==> src/rtl/fetch_unit.sv <==
// fetch_unit: fetch PC sequencer with an optional BHT/BTB branch predictor.
// Define BRANCH_PREDICT_EN to build the predictor; otherwise the PC runs sequentially.
module fetch_unit (
  input  logic        CLK,
  input  logic        NRST,
  input  logic        stall,
  input  logic        fail_predict,
  input  logic [12:0] redir_pc,
  input  logic        upd_en,
  input  logic [12:0] upd_pc,
  input  logic        upd_taken,
  input  logic [12:0] upd_target,
  input  logic [1:0]  upd_state,
  input  logic [31:0] imem_data,
  output logic [12:0] imem_addr,
  output logic [12:0] pcF,
  output logic [31:0] instF,
  output logic [1:0]  stateF,
  output logic        hit_predict1
);

  logic [12:0] pc_q;
  logic [12:0] pc_d;

  assign pcF       = pc_q;
  assign imem_addr = pc_q;
  assign instF     = imem_data;

`ifdef BRANCH_PREDICT_EN

  logic [1:0]  bht     [64];
  logic        btb_v   [64];
  logic [4:0]  btb_tag [64];
  logic [12:0] btb_tgt [64];

  logic [5:0]  idx;
  logic [5:0]  upd_idx;
  logic        pred;
  logic        pred_q;
  logic [12:0] tgt_q;
  logic [1:0]  upd_cnt;
  logic        unused_ok;

  assign unused_ok    = ^upd_pc[1:0];
  assign idx          = pc_q[7:2];
  assign upd_idx      = upd_pc[7:2];
  assign stateF       = bht[idx];
  assign pred         = stateF[1] & btb_v[idx]
                      & (btb_tag[idx] == pc_q[12:8]);
  assign hit_predict1 = pred_q;

  // saturating step of the counter that travelled with the branch
  always_comb begin
    upd_cnt = upd_state;
    if (upd_taken) begin
      if (upd_state != 2'b11)
        upd_cnt = upd_state + 2'b01;
    end else if (upd_state != 2'b00) begin
      upd_cnt = upd_state - 2'b01;
    end
  end

  // one-shot prediction register: fires once, holds under stall
  always_ff @(posedge CLK) begin
    if (!NRST) begin
      pred_q <= 1'b0;
      tgt_q  <= 13'h0;
    end else if (fail_predict) begin
      pred_q <= 1'b0;
    end else if (!stall) begin
      if (pred_q) begin
        pred_q <= 1'b0;
      end else begin
        pred_q <= pred;
        tgt_q  <= btb_tgt[idx];
      end
    end
  end

  // counters and valid bits, reset to weakly-not-taken / empty
  always_ff @(posedge CLK) begin
    if (!NRST) begin
      for (int i = 0; i < 64; i++) begin
        bht[i]   <= 2'b01;
        btb_v[i] <= 1'b0;
      end
    end else if (upd_en) begin
      bht[upd_idx] <= upd_cnt;
      if (upd_taken)
        btb_v[upd_idx] <= 1'b1;
    end
  end

  // BTB payload needs no reset, it is qualified by btb_v
  always_ff @(posedge CLK) begin
    if (NRST && upd_en && upd_taken) begin
      btb_tag[upd_idx] <= upd_pc[12:8];
      btb_tgt[upd_idx] <= upd_target;
    end
  end

  // next fetch PC: redirect, hold, predicted target, sequential
  always_comb begin
    if (fail_predict)
      pc_d = redir_pc;
    else if (stall)
      pc_d = pc_q;
    else if (pred_q)
      pc_d = tgt_q;
    else
      pc_d = pc_q + 13'd4;
  end

`else

  logic unused_ok;

  assign unused_ok    = ^{upd_en, upd_pc, upd_taken,
                          upd_target, upd_state};
  assign stateF       = 2'b00;
  assign hit_predict1 = 1'b0;

  // next fetch PC: redirect, hold, sequential
  always_comb begin
    if (fail_predict)
      pc_d = redir_pc;
    else if (stall)
      pc_d = pc_q;
    else
      pc_d = pc_q + 13'd4;
  end

`endif

  // fetch PC register
  always_ff @(posedge CLK) begin
    if (!NRST)
      pc_q <= 13'h0;
    else
      pc_q <= pc_d;
  end

endmodule

==> config.mk <==
export PLATFORM = sky130hd
export DESIGN_NAME = fetch_unit
export DESIGN_NICKNAME = d
export VERILOG_FILES = /design/src/rtl/fetch_unit.sv
export SDC_FILE = /design/constraint.sdc
export NUM_CORES = 1
export LEC_CHECK = 0
export CAP_MARGIN = 20
export CELL_PAD_IN_SITES_DETAIL_PLACEMENT = 0
export CELL_PAD_IN_SITES_GLOBAL_PLACEMENT = 1
export CORE_ASPECT_RATIO = 1.1
export CORE_MARGIN = 1.5
export CORE_UTILIZATION = 17
export CTS_BUF_LIST = sky130_fd_sc_hd__clkbuf_16
export DETAILED_ROUTE_END_ITERATION = 7
export GPL_TIMING_DRIVEN = 0
export PLACE_DENSITY = 0.91
export SLEW_MARGIN = 20
export SYNTH_ARGS = -nofsm -noshare
export SYNTH_HDL_FRONTEND = slang
export SYNTH_SLANG_ARGS = --single-unit
==> constraint.sdc <==
create_clock -name CLK -period 1.8 [get_ports CLK]
set_input_delay 0.45 -clock CLK [delete_from_list [all_inputs] [get_ports CLK]]
set_output_delay 0.45 -clock CLK [all_outputs]
set_load 0.02 [all_outputs]
==> impl_metrics.ini <==
[clock_network]
postCtsSetupBuffers = 0
numCtsBuffers = 3
cts.path.max_buffers = 2
cts_sinks = 13
cts_tree = yes
clkLatencyLatePin_ps = 250
clockRootBuffer = clkbuf_16
htree_levels = 1
clkSlewWorstSetupHoldPaths_ps = 50

[worst_setup_path]
worstReg2RegEnd = imem_addr[12]
rrSetupSlack_ps = 450
crit_required_ps = 1350
worst-path-buf-inv = 1
crit_path_end_kind = output port
worstSetupStartpoint = imem_addr[5]
r2r_start = imem_addr[5]
critPathArrivalTime_ps = 1310
slowest_delay_ps = 640
cp.depth = 1
crit_chain = clkdlybuf4s50_1
worstRegToRegCells = 4
worstSetupPathType = reg -> out
endpoint = imem_addr[5]
startpoint_type = flip-flop
critPathSlowestCell = clkdlybuf4s50_1
path_delay_family = buffers and inverters
path_max_fanout = 5

[power]
leakage_nw = 0.9481
ir_drop_mv = 0.2474
power_density_nw_per_um2 = 588.7

[drt]
drc = 0
drtAntennaViolNets = 0
dr.pass1.iters = 4
drt_iter0_drc = 37
vias = 1107
viasPerCell = 3.778
wl_per_cell_um = 10.13
drt-total-wl_um = 2967

[floorplan]
ios = 140
start_util_pct = 17.70
fp.dieW_um = 79.56
dieArea_um2 = 6939
core_um2 = 6193
die-height_um = 87.22
rows = 30

[final_layout]
final_cell_mix = clkdlybuf4s50_1 (61), buf_4 (49), nand2_1 (14)
fill_cells = 650
drive_gt1_share_pct = 30.52
area_delta_synth_final_pct = 83.90
layout_commonest_cell = clkdlybuf4s50_1
final_nets = 294
largest_reg_flops = 13
n_antenna_cell = 0
instances_no_fill = 293
fin_area_um2 = 2016

[sta]
setup_viol = 0
fin_skew_ps = 3.322
rsz0062_at_grt = no
min_period_over_period_pct = 97.62
maxSlewViolCount = 0
max_freq_mhz = 569.1
hold_viol_final = 0
final.min_clock_period_ps = 1757

[placement]
port_buffers = 72
gp_congestion = 0.7766
dp.cells = 289
dp_hpwl_um = 2477
dpl-instance-area_um2 = 1924

[min_path]
hold_depth = 2
hp-class = reg -> reg

[logic_synthesis]
syn_area_per_cell_um2 = 8.119
syn-cell-area_um2 = 1096
async_flop_share_pct = 0
synth-main-ff-cell = dfxtp_1
ys_types = 29
yosysWarningCount = 0
synth_edf_count = 0
syn_inst = 135
ys_ff_latch = 13
ys_seq_area_share_pct = 23.74

[job]
drv_cap = 0

[grt]
grt_pass1_wl_um = 4333
antenna_found_initial = 0
grt_usage_pct = 8.129
grt_pass1_vias = 958
grt_max_degree = 11
grt-ovfl-total = 0

[outcome]
outcome = completed
-- per-stage QoR --
stage	worst slack, ps	TNS [ps]	power [mW]	utilization (%)	hold slack (ps)
6_report	42.88	0	1.187	32.55	540.6
3_3_place_gp	38.99	0	0.7715	31.07	542.0
2_1_floorplan	391.8	0	0.5831	-	582.6
4_1_cts	4.464	0	1.200	32.34	545.4
3_5_place_dp	-13.98	-15.10	0.7768	31.07	547.0
5_1_grt	13.13	0	1.235	32.55	571.7
-- routing by layer --
metal / routed length [um] / track usage [%] / vias up / part of all wire (%)
met2: 1373 / 13.87 / 75 / 46
met4: 45 / 3.828 / 0 / 1.5
met3: 310 / 2.513 / 5 / 10
met1: 1237 / 9.177 / 472 / 42
li1: - / - / 555 / -
met5: 0 / 0 / - / 0
-- cell type report --
type	count	area, um2	share of cell area, %
Buffer	52	385.4	19.12
Inverter	1	3.754	0.1862
Timing Repair Buffer	72	724.4	35.94
Clock inverter	1	3.754	0.1862
Sequential cell	13	269.0	13.35
Multi-Input combinational cell	71	454.2	22.53
Tap cell	80	100.1	4.966
Clock buffer	3	75.07	3.724
-- synth_stat cells (all sizes together) (2+ instances only) --
cell	instances	share of area, %
nor4b	2	3.0
a21oi	3	1.4
buf	51	35
nand2	14	4.8
mux2i	3	2.7
xor2	6	4.8
xnor2	2	1.6
nor2b	2	1.1
a22o	3	2.4
a31oi	2	1.1
nand3	3	1.4
nor3	2	0.91
o21ai	12	5.5
and2	4	2.3
dfxtp	13	24
nor2	3	1.0
-- power by group --
group | internal, mW | leakage [nW] | switching, mW
clock network | 0.294 | 0.0423 | 0.130
registers | 0.310 | 0.110 | 0.0294
logic | 0.242 | 0.796 | 0.181
-- logic make-up after synthesis --
family	share of synthesized area, %
fa+ha+maj	1.141
flops	23.74
compound gates	11.30
mux	2.740
buf+inv	35.50
other cells	0.3421
simple gates	18.83
xor+xnor	6.393
-- what timing repair did --
action / 4_1_cts / 5_1_grt
gates cloned: 0 / 0
endpoints found under the setup margin: 13 / 5
gates resized for setup: 13 / 5
hold buffers: 0 / 0
-- worst min path at each step --
stage          slack, ps          from             to
2_1_floorplan        580          NRST  imem_addr[11]
3_3_place_gp         540  imem_addr[1]   imem_addr[1]
3_5_place_dp         550  imem_addr[0]   imem_addr[0]
4_1_cts              550  imem_addr[6]   imem_addr[6]
5_1_grt              570  imem_addr[6]   imem_addr[6]
6_report             540  imem_addr[0]   imem_addr[0]
Note: power is estimated with default switching activity, not from simulation.
